$ cat src/rtl/alarm_beeper.sv
// alarm_beeper: turns the level alarm request into a gated piezo beep pattern,
// with stop/snooze handling, a per-event snooze limit and a ring timeout.
//
// state  | meaning
// IDLE   | no alarm pending, waiting for alarm_in
// RING   | beeping, ring timeout running
// SNOOZE | silent, snooze timer running
// DONE   | stopped or timed out, silent until alarm_in drops
module alarm_beeper #(
    parameter int unsigned TONE_HALF   = 25000,
    parameter int unsigned BEEP_ON     = 12500000,
    parameter int unsigned BEEP_OFF    = 12500000,
    parameter int unsigned SNOOZE_CYC  = 250000000,
    parameter int unsigned TIMEOUT_CYC = 32'd3000000000,
    parameter int unsigned MAX_SNOOZE  = 3
) (
    input  logic       clk,
    input  logic       reset,
    input  logic       alarm_in,
    input  logic       stop_btn,
    input  logic       snooze_btn,
    output logic       buzzer,
    output logic       ring_led,
    output logic       snooze_led,
    output logic [1:0] snooze_cnt
);

    localparam int unsigned TONE_W = (TONE_HALF   > 1) ? $clog2(TONE_HALF)   : 1;
    localparam int unsigned ON_W   = (BEEP_ON     > 1) ? $clog2(BEEP_ON)     : 1;
    localparam int unsigned OFF_W  = (BEEP_OFF    > 1) ? $clog2(BEEP_OFF)    : 1;
    localparam int unsigned GATE_W = (ON_W > OFF_W) ? ON_W : OFF_W;
    localparam int unsigned SNZ_W  = (SNOOZE_CYC  > 1) ? $clog2(SNOOZE_CYC)  : 1;
    localparam int unsigned TMO_W  = (TIMEOUT_CYC > 1) ? $clog2(TIMEOUT_CYC) : 1;

    localparam logic [TONE_W-1:0] TONE_LAST = TONE_W'(TONE_HALF - 1);
    localparam logic [GATE_W-1:0] ON_LAST   = GATE_W'(BEEP_ON - 1);
    localparam logic [GATE_W-1:0] OFF_LAST  = GATE_W'(BEEP_OFF - 1);
    localparam logic [SNZ_W-1:0]  SNZ_LAST  = SNZ_W'(SNOOZE_CYC - 1);
    localparam logic [TMO_W-1:0]  TMO_LAST  = TMO_W'(TIMEOUT_CYC - 1);
    localparam logic [1:0]        SNZ_MAX   = 2'(MAX_SNOOZE);

    typedef enum logic [1:0] {IDLE, RING, SNOOZE, DONE} state_t;

    state_t            state_q, state_d;
    logic              stop_q, snooze_q;
    logic              stop_rise, snooze_rise;
    logic [1:0]        snz_used_q, snz_used_d;
    logic [TONE_W-1:0] tone_cnt;
    logic              tone_q;
    logic [GATE_W-1:0] gate_cnt;
    logic              gate_q;
    logic [TMO_W-1:0]  tmo_cnt;
    logic [SNZ_W-1:0]  snz_tmr;

    assign stop_rise   = stop_btn & ~stop_q;
    assign snooze_rise = snooze_btn & ~snooze_q;

    always_ff @(posedge clk or negedge reset) begin
        if (!reset) begin
            state_q    <= IDLE;
            stop_q     <= 1'b0;
            snooze_q   <= 1'b0;
            snz_used_q <= 2'd0;
        end else begin
            state_q    <= state_d;
            stop_q     <= stop_btn;
            snooze_q   <= snooze_btn;
            snz_used_q <= snz_used_d;
        end
    end

    // Branch order encodes priority: alarm drop, stop, snooze, timers.
    always_comb begin
        state_d    = state_q;
        snz_used_d = snz_used_q;
        case (state_q)
            IDLE: begin
                if (alarm_in) state_d = RING;
            end
            RING: begin
                if (!alarm_in) begin
                    state_d    = IDLE;
                    snz_used_d = 2'd0;
                end else if (stop_rise) begin
                    state_d = DONE;
                end else if (snooze_rise && (snz_used_q < SNZ_MAX)) begin
                    state_d    = SNOOZE;
                    snz_used_d = snz_used_q + 2'd1;
                end else if (tmo_cnt == TMO_LAST) begin
                    state_d = DONE;
                end
            end
            SNOOZE: begin
                if (!alarm_in) begin
                    state_d    = IDLE;
                    snz_used_d = 2'd0;
                end else if (stop_rise) begin
                    state_d = DONE;
                end else if (snz_tmr == SNZ_LAST) begin
                    state_d = RING;
                end
            end
            DONE: begin
                if (!alarm_in) begin
                    state_d    = IDLE;
                    snz_used_d = 2'd0;
                end
            end
            default: begin
                state_d    = IDLE;
                snz_used_d = 2'd0;
            end
        endcase
    end

    // Tone, gate and timeout restart on every RING entry and rest at zero outside RING.
    always_ff @(posedge clk or negedge reset) begin
        if (!reset) begin
            tone_cnt <= '0;
            tone_q   <= 1'b0;
            gate_cnt <= '0;
            gate_q   <= 1'b0;
            tmo_cnt  <= '0;
        end else if (state_d != RING) begin
            tone_cnt <= '0;
            tone_q   <= 1'b0;
            gate_cnt <= '0;
            gate_q   <= 1'b0;
            tmo_cnt  <= '0;
        end else if (state_q != RING) begin
            tone_cnt <= '0;
            tone_q   <= 1'b1;
            gate_cnt <= '0;
            gate_q   <= 1'b1;
            tmo_cnt  <= '0;
        end else begin
            tmo_cnt <= tmo_cnt + TMO_W'(1);
            if (tone_cnt == TONE_LAST) begin
                tone_cnt <= '0;
                tone_q   <= ~tone_q;
            end else begin
                tone_cnt <= tone_cnt + TONE_W'(1);
            end
            if (gate_q ? (gate_cnt == ON_LAST) : (gate_cnt == OFF_LAST)) begin
                gate_cnt <= '0;
                gate_q   <= ~gate_q;
            end else begin
                gate_cnt <= gate_cnt + GATE_W'(1);
            end
        end
    end

    always_ff @(posedge clk or negedge reset) begin
        if (!reset) begin
            snz_tmr <= '0;
        end else if ((state_q == SNOOZE) && (state_d == SNOOZE)) begin
            snz_tmr <= snz_tmr + SNZ_W'(1);
        end else begin
            snz_tmr <= '0;
        end
    end

    assign buzzer     = (state_q == RING) & tone_q & gate_q;
    assign ring_led   = (state_q == RING);
    assign snooze_led = (state_q == SNOOZE);
    assign snooze_cnt = snz_used_q;

endmodule

$ cat config.mk
export PLATFORM = sky130hd
export DESIGN_NAME = alarm_beeper
export DESIGN_NICKNAME = d
export VERILOG_FILES = /design/src/rtl/alarm_beeper.sv
export SDC_FILE = /design/constraint.sdc
export NUM_CORES = 1
export LEC_CHECK = 0
export CAP_MARGIN = 20
export CORE_ASPECT_RATIO = 0.5
export CORE_MARGIN = 5
export CORE_UTILIZATION = 55
export DETAILED_ROUTE_END_ITERATION = 8
export PLACE_DENSITY_LB_ADDON = 0.05
export SETUP_SLACK_MARGIN = 0.3
export SLEW_MARGIN = 15
export SYNTH_ARGS = -nofsm -noshare
export SYNTH_HDL_FRONTEND = slang
export SYNTH_SLANG_ARGS = --single-unit
$ cat constraint.sdc
create_clock -name clk -period 7.28 [get_ports clk]
set_input_delay 1.456 -clock clk [delete_from_list [all_inputs] [get_ports clk]]
set_output_delay 1.456 -clock clk [all_outputs]
set_load 0.01 [all_outputs]
==> impl_metrics.env <==
export IMPL_busiest_layer="met2"
export IMPL_stdcell_area_um2=5754
export IMPL_fin_ws_ns=3.695
export IMPL_htree_levels=3
export IMPL_layout_cells_non_filler=690
export IMPL_start_kind="input pin"
export IMPL_postRouteAntennaNets=0
export IMPL_slowest_stage="nand3_1"
export IMPL_finalCritPeriodShare_pct=49.25
export IMPL_gr_usage_met3_pct=4.935
export IMPL_dr_pass1_iters=4
export IMPL_slowest_delay_ns=0.70
export IMPL_synth_edf_count=0
export IMPL_cts_tree="yes"
export IMPL_placementRows=25
export IMPL_finalHoldViolCount=0
export IMPL_crit_type="input pin to flop"
export IMPL_dp_hpwl_um=6454
export IMPL_yosys_top_cells_count="dfrtp_1, nor2_1, xor2_1, nand3_1"
export IMPL_synth_seq_area_share_pct=50.47
export IMPL_gp_congestion=0.7717
export IMPL_ir_worst_vdd_mv=0.1196
export IMPL_grt_pass1_wl_um=17830
export IMPL_fmax_ghz=0.2789
export IMPL_worstSetupEndpointType="flop"
export IMPL_maxCapViolations=0
export IMPL_yosysTopAreaCell="dfrtp_1"
export IMPL_wl_per_cell_um=14.23
export IMPL_cts_clk_slew_worst_paths_ns=0.06
export IMPL_path_cells="clkdlybuf4s50_1 > and3b_1 > nor3b_1 > nand3_1 > a21oi_1"
export IMPL_synth_area_leaders="dfrtp_1, xor2_1, nor2_1, nand3_1, xnor2_1"
export IMPL_fin_nets=561
export IMPL_grt_use_met2_pct=28.53
export IMPL_syn_inst=547
export IMPL_rr_worst_depth=5
export IMPL_drv_slew=0
export IMPL_die_h_um=79.45
export IMPL_cts_setup_buffers=0
export IMPL_placed_area_um2=5478
export IMPL_synth_seq_cells=107
export IMPL_slew_headroom_pct=33.97
export IMPL_synth_top_area_share_pct=50.47
export IMPL_cts_path_max_buffers=2
export IMPL_tightest_slew_ns=0.9828
export IMPL_cts_resized=0
export IMPL_post_synth_top_count_cell="dfrtp_1"
export IMPL_fin_crit_ns=3.585
export IMPL_initialDrtViolationCount=213
export IMPL_worst_hold_path_num_cells=1
export IMPL_antenna_found_initial=0
export IMPL_holdCritPathClass="flop to flop"
export IMPL_grt_ovfl_total=0
export IMPL_path_delay_family="simple AND/OR/NAND/NOR gates"
export IMPL_dpl_cell_count=675
export IMPL_crit_fanout=20
export IMPL_synth_area_um2=5305
export IMPL_routed_wl_um=9822
export IMPL_initial_core_util_pct=56.35
export IMPL_critical_path_arrival_ns=3.83
export IMPL_ys_flop_type="dfrtp_1"
export IMPL_drc_errors=0
export IMPL_syn_nets=557
export IMPL_die_x_um=148.9
export IMPL_worstPathRequired_ns=7.53
export IMPL_cts_hold_buf=0
export IMPL_clk_latency_ns=0.34
export IMPL_diodes=0
export IMPL_grt_pass1_vias=3740
export IMPL_p_leak_nw=2.362
export IMPL_r2r_end="tmo_cnt[28]$_DFF_PN0_"
export IMPL_dieArea_um2=11830
export IMPL_synth_cell_types=40
export IMPL_holdWs_ns=0.4603
export IMPL_pre_cts_ws_ns=3.367
export IMPL_setup_violations=0
export IMPL_synth_warnings=0
export IMPL_io_buffers=9
export IMPL_worst_path_buf_inv=1
export IMPL_clock_sinks=107
export IMPL_status="finished clean"
export IMPL_io_pins=10
export IMPL_fin_skew_ns=0.005348
export IMPL_tns_ns=0
export IMPL_grt_util_met1_pct=25.76
export IMPL_async_reset_ff_share_pct=100.0
export IMPL_avgSynthCellArea_um2=9.699
export IMPL_r2r_start="tmo_cnt[17]$_DFF_PN0_"
export IMPL_viasPerCell=5.491
export IMPL_hold_end="tone_cnt[0]$_DFF_PN0_"
export IMPL_cts_made_buffers=9
export IMPL_hp_start="tone_cnt[0]$_DFF_PN0_"
export IMPL_grt_max_degree=63
export IMPL_synthToLayoutAreaGrowth_pct=8.467
export IMPL_track_usage_pct=18.49
export IMPL_drive_gt1_share_pct=3.063
export IMPL_num_vias=3789
export IMPL_rsz0062_at_grt="false"
export IMPL_rrSetupSlack_ns=4.16
export IMPL_clockRootBuffer="clkbuf_16"
export IMPL_p_per_area_nw_per_um2=196.1
export IMPL_core_area_um2=9415
[metrics by stage]
step | utilization, % | total power, W
floorplan | - | 0.0006460
global placement | 58.18 | 0.0006727
detailed placement | 58.18 | 0.0006735
CTS | 61.12 | 0.001148
global route | 61.12 | 0.001182
finish | 61.12 | 0.001129
[flip-flops by register name, indices dropped and copies added (netlist names)]
name	flops
gate_cnt	24
gate_q	1
snooze_cnt	2
snooze_q	1
snz_tmr	28
state_q	2
stop_q	1
tmo_cnt	32
tone_cnt	15
tone_q	1
[cell usage in the layout (no fill, tap or decap), types with 2 or more instances in the layout]
cell,instances
dfrtp_1,107
nor2_1,104
xor2_1,61
nand3_1,41
nand2_1,31
nand4_1,31
and3_1,25
xnor2_1,23
o21ai_0,12
inv_1,10
and4_1,10
a21oi_1,9
clkbuf_16,9
nor3_1,8
or3_1,8
clkdlybuf4s50_1,8
or4_1,7
ha_1,5
nor2b_1,4
nor4_1,3
nand4b_1,3
o211ai_1,3
nor4b_1,3
and2_1,3
clkbuf_1,3
buf_4,3
nor3b_1,2
and3b_1,2
o31ai_1,2
nor4bb_1,2
clkinv_2,2
[final cells by class]
cell class | instances | area [um^2]
Sequential cell | 107 | 2678
Clock inverter | 3 | 40.04
Fill cell | 787 | 3661
Clock buffer | 12 | 236.5
Inverter | 10 | 37.54
Multi-Input combinational cell | 412 | 2491
Tap cell | 135 | 168.9
Timing Repair Buffer | 11 | 102.6
[worst register-to-register path, cell delays in order, from the launching register on]
cell	delay [ns]
dfrtp_1	0.43
or4_1	0.52
or4_1	0.59
or4_1	0.64
nand2_2	0.59
o21ba_1	0.24
[routing by layer]
layer / part of all wire (%) / wire, um
met3: 2.4 / 240
met2: 44 / 4351
met1: 52 / 5095
met5: 0 / 0
met4: 1.4 / 135
[cell families (layout without fill, tap and decap cells)]
| group | Yosys count | after routing | share of synthesized area (%) |
|---|---|---|---|
| AOI/OAI and AO/OA | 31 | 31 | 3.467 |
| xor gates and xnor gates | 84 | 84 | 13.87 |
| adders and majority gates | 5 | 5 | 1.179 |
| buffers and inverters | 28 | 36 | 2.571 |
| DFF | 107 | 107 | 50.47 |
| and+or+nand+nor | 292 | 292 | 28.44 |
[power breakdown]
| part | switching (W) | internal [W] |
|---|---|---|
| sequential | 0.00000830 | 0.000601 |
| clock | 0.000204 | 0.000264 |
| combinational | 0.0000330 | 0.0000177 |
[how the worst max path moves through the flow]
| stage | startpoint | end | slack, ns | cells past startpoint |
|---|---|---|---|---|
| global placement | alarm_in | tmo_cnt[28]$_DFF_PN0_ | 3.46 | 6 |
| global route | alarm_in | gate_cnt[21]$_DFF_PN0_ | 3.47 | 5 |
| CTS | alarm_in | gate_cnt[21]$_DFF_PN0_ | 3.72 | 5 |
| finish | alarm_in | gate_cnt[21]$_DFF_PN0_ | 3.69 | 5 |
| detailed placement | alarm_in | tmo_cnt[28]$_DFF_PN0_ | 3.37 | 6 |
| floorplan | alarm_in | tmo_cnt[24]$_DFF_PN0_ | 4.37 | 9 |
Power figures use the tool's default switching activity.
==> patch 1 (same settings) <==
Register the output `snooze_led`, cleared by the reset; this adds one clock of latency there. The other outputs are not delayed to match.
--- a/src/rtl/alarm_beeper.sv
+++ b/src/rtl/alarm_beeper.sv
@@ -164,3 +164,9 @@
     assign ring_led   = (state_q == RING);
-    assign snooze_led = (state_q == SNOOZE);
+    always_ff @(posedge clk or negedge reset) begin
+        if (!reset) begin
+            snooze_led <= '0;
+        end else begin
+            snooze_led <= (state_q == SNOOZE);
+        end
+    end
     assign snooze_cnt = snz_used_q;
Formal check against the unedited RTL: not equivalent (a bounded check fails within 4 cycles, from zero or initial values and one cycle with reset low).
==> patch 1 against the original RTL <==
  * Worst setup slack better by 0.075 ns
  * Global-route usage is 0.43 points higher
  * Sequential cell count rose by 1
  * Routed wire length is 2.8% higher
  * Count of clock-buffer cells in the layout did not move
  * Clock power about the same
  * Area after synthesis is 1.1% higher
  * Critical endpoint is now tmo_cnt[7]
  * Largest power group unchanged
  * Power rose by 0.53%
  * Final area up 1.1%
==> patch 1: results (changes against the original RTL) <==
metric	value	unit	change
p_sw_frac	0.217		-0.000466
skew	0.00477	ns	-0.000574 ns
arrival	3.70	ns	-0.13 ns
synth_compound_area_frac	0.0196		-0.0151
syn-num-nets	566		+1.6%
status	complete, no violations		
place_congestion	0.800		+3.6%
post-place-ws	3.38	ns	+0.0174 ns
yosys-top-cells-area	dfrtp_1 50%, xor2_1 8.7%, nor2_1 7.9%		
peakVddDrop	0.105	mV	-12%
grt_pass1_wl	18.0	mm	+1.2%
routedWlPerCell	14.4	um	+1.3%
reg2reg_from	tmo_cnt[0]		
max_slew_margin	0.348		+0.00829
dp_cells	686		+1.6%
yosys-top-cells-count	113 x nor2_1, 108 x dfrtp_1, 53 x xor2_1, 44 x nand3_1, 39 x nand2_1		
seq_area_frac_synth	0.504		-0.000868
fill_cells	834		+6.0%
via_per_inst	5.36		-2.4%
grt_max_degree	68		+7.9%
place_area	5540	um^2	+1.2%
fin_cells	700		+1.4%
dp_hpwl	6.69	mm	+3.6%
synth_cell_types	42		+5.0%
synthAdderAreaFrac	0.0117		-0.000129
drive_above_1_share	0.0442		+0.0136
hold_start	tone_cnt[0]		
p_leak	2.25	nW	-4.5%
cts_buffers	9		unchanged
synth_xor_area_frac	0.147		+0.00828
grt_pass1_vias	3776		+0.96%
crit_path_max_fanout	39		+95%
critPathMaxStageDelay	0.63	ns	-0.07 ns
grtUsageTotal	0.189		+0.00430
drt_iter0_drc	243		+14%
## patch 1: cell types whose count changed in the layout (fill, tap and decap cells not counted), moves of 7 or more
cell | unedited run | this run
xnor2_1 | 23 | 37
and3_1 | 25 | 16
nor2_1 | 104 | 113
nor4_1 | 3 | 12
nand2_1 | 31 | 39
nor3_1 | 8 | 16
xor2_1 | 61 | 53
o21ai_0 | 12 | 5
or4_1 | 7 | 0
## patch 1: routing by layer
layer | wire [um] | up-vias | GRT usage
met4 | 80 | 0 | 0.0401
met1 | 5290 | 1801 | 0.267
met3 | 314 | 6 | 0.0493
met5 | 0 | - | 0
met2 | 4410 | 35 | 0.297
li1 | - | 1910 | -
## patch 1: final timing paths
kind                                to  slack (ns)  cells past startpoint
setup / recovery            tmo_cnt[7]        3.77                      6
min in group asynchronous   tmo_cnt[7]        1.22                      1
setup reg to reg            tmo_cnt[7]        4.68                      6
max in group asynchronous  snz_tmr[16]        4.98                      2
hold / removal             tone_cnt[0]        0.46                      1
hold reg to reg            tone_cnt[0]        0.46                      1
## patch 1: critical path: cells and delay by family
family	cells	cell delay [ns]
AND/OR/NAND/NOR	5	1.61
buffers and inverters	1	0.63
## patch 1: area by class of cell
type,instances,share of cell area
Timing Repair Buffer,11,0.0176
Multi-Input combinational cell,420,0.434
Inverter,12,0.00775
Clock buffer,12,0.0407
Clock inverter,2,0.00645
Sequential cell,108,0.465
Tap cell,135,0.0290
## patch 1: power by group through the flow
stage          clock network [mW]  logic [mW]  registers [mW]
3_3_place_gp                    0      0.0523           0.626
4_1_cts                     0.483      0.0535           0.615
5_1_grt                     0.508      0.0602           0.616
3_5_place_dp                    0      0.0534           0.626
2_1_floorplan                   0      0.0255           0.626
6_report                    0.468      0.0515           0.615
==> patch 2 (same flow settings) <==
Made on the original files. The parameter `TONE_HALF` goes from 25000 to 12500.
--- a/src/rtl/alarm_beeper.sv
+++ b/src/rtl/alarm_beeper.sv
@@ -9,3 +9,3 @@
 module alarm_beeper #(
-    parameter int unsigned TONE_HALF   = 25000,
+    parameter int unsigned TONE_HALF   = 12500,
     parameter int unsigned BEEP_ON     = 12500000,
Function: same outputs for any inputs over 10 cycles, from zero or initial values and one cycle with reset low; that may be too few to reach the edited logic, so the function may still have changed.
==> patch 2 against the original RTL <==
  * Global-route usage is 0.079 points lower
  * Die area shrank 1.6%
  * Combinational power is 12% higher
  * Final area decreased by 0.33%
  * Routed wire length is 2.4% lower
  * Area after synthesis down 1.7%
  * Sequential cell count decreased by 1
  * Register-to-register slack gained 0.16 ns
  * Power increased by 3.4%
  * Sequential share of layout area decreased by 0.28 points
  * Worst setup slack worse by 0.028 ns
  * Critical path type unchanged
==> patch 2: results (changes against the original RTL) <==
metric	value	unit	change
fin_cells	679		-1.6%
grt_pass1_wl	17.5	mm	-1.7%
clockPowerShare	0.433		+0.018
wl_met1	5.06	mm	-0.75%
htreeDepth	3		unchanged
syn-num-nets	554		-0.54%
seq_area_frac_synth	0.509		+0.00404
dr_total_vias	3736		-1.4%
place_area	5410	um^2	-1.3%
dp_hpwl	6.46	mm	about the same
seq_share	0.462		-0.00284
multi_input_area_share	0.427		-0.00556
p_sw_frac	0.225		+0.00775
p_leak	2.25	nW	-4.7%
critPathMaxStageDelay	0.77	ns	+0.07 ns
dp_cells	662		-1.9%
final_cell_area	5740	um^2	-0.33%
drive_above_1_share	0.0520		+0.0213
io_buffers	9		unchanged
p_per_area	203	nW/um^2	+3.7%
post_cts_buffers	0		unchanged
clockBufferCount	11		-1
ff2ff_path_depth	6		+1
wl_met3	206	um	-14%
period_share	0.496		+0.00387
crit_family	simple AND/OR/NAND/NOR gates		
skew	0.00751	ns	+0.00216 ns
clk_pin_slew	0.07	ns	
peakVddDrop	0.115	mV	-4.1%
cp_slowest_cell	nand2b_1		
drt_iter0_drc	152		-29%
max_slew_margin	0.387		+0.0471
grtUsageTotal	0.184		-0.000786
yosys_warnings	0		unchanged
multi_input_gates	411		-0.24%
grt_max_degree	60		-4.8%
yosys-top-cells-area	dfrtp_1 51%, xor2_1 8.2%, nor2_1 7.9%		
yosys-top-cells-count	110 x nor2_1, 106 x dfrtp_1, 49 x xor2_1, 40 x nand2_1, 40 x nand3_1		
routedWlPerCell	14.1	um	-0.82%
antenna_found_initial	0		unchanged
p_comb	0.0569	mW	+12%
cts_root_buf	clkbuf_16		
fill_cells	821		+4.3%
buffers	12		+1
synth_cell_types	40		unchanged
utilization	0.613		+0.00208
seq_cell_count	106		-0.93%
buffer_area_frac	0.0205		+0.00268
status	complete, no violations		
num-nonclk-inverters	13		+3
met2_length	4.24	mm	-2.7%
nets	563		+0.36%
arrival	3.79	ns	-0.04 ns
clock_cell_area_share	0.0548		+0.00670
post-place-ws	3.27	ns	-0.0999 ns
clk_latency	0.35	ns	
syn_area_per_cell	9.58	um^2	-1.2%
cts_buffers	9		unchanged
place_congestion	0.773		+0.12%
crit_path_max_fanout	24		+20%
## patch 2: metal layers
metal,GRT usage,up-vias
met3,0.0485,6
li1,-,1877
met1,0.258,1824
met5,0,-
met2,0.287,29
met4,0.0493,0
## patch 2: path summary, 6_finish.rpt
kind | start | end | slack (ns)
worst max-delay path | snooze_btn | gate_q | 3.67
worst min-delay path | snz_tmr[0] | snz_tmr[0] | 0.48
worst max register to register | tmo_cnt[0] | gate_q | 4.32
worst min register to register | snz_tmr[0] | snz_tmr[0] | 0.48
max in group asynchronous | reset | gate_cnt[0] | 5.00
min in group asynchronous | reset | snz_tmr[15] | 1.11
## patch 2: logic make-up after synthesis
logic type	after synthesis	share of synthesized area
XOR/XNOR	88	0.148
multiplexers	1	0.00216
flip-flops	106	0.509
AO/OA/AOI/OAI	19	0.0274
AND/OR/NAND/NOR	298	0.281
adder cells (fa/ha/maj)	5	0.0120
buffers and inverters	27	0.0211
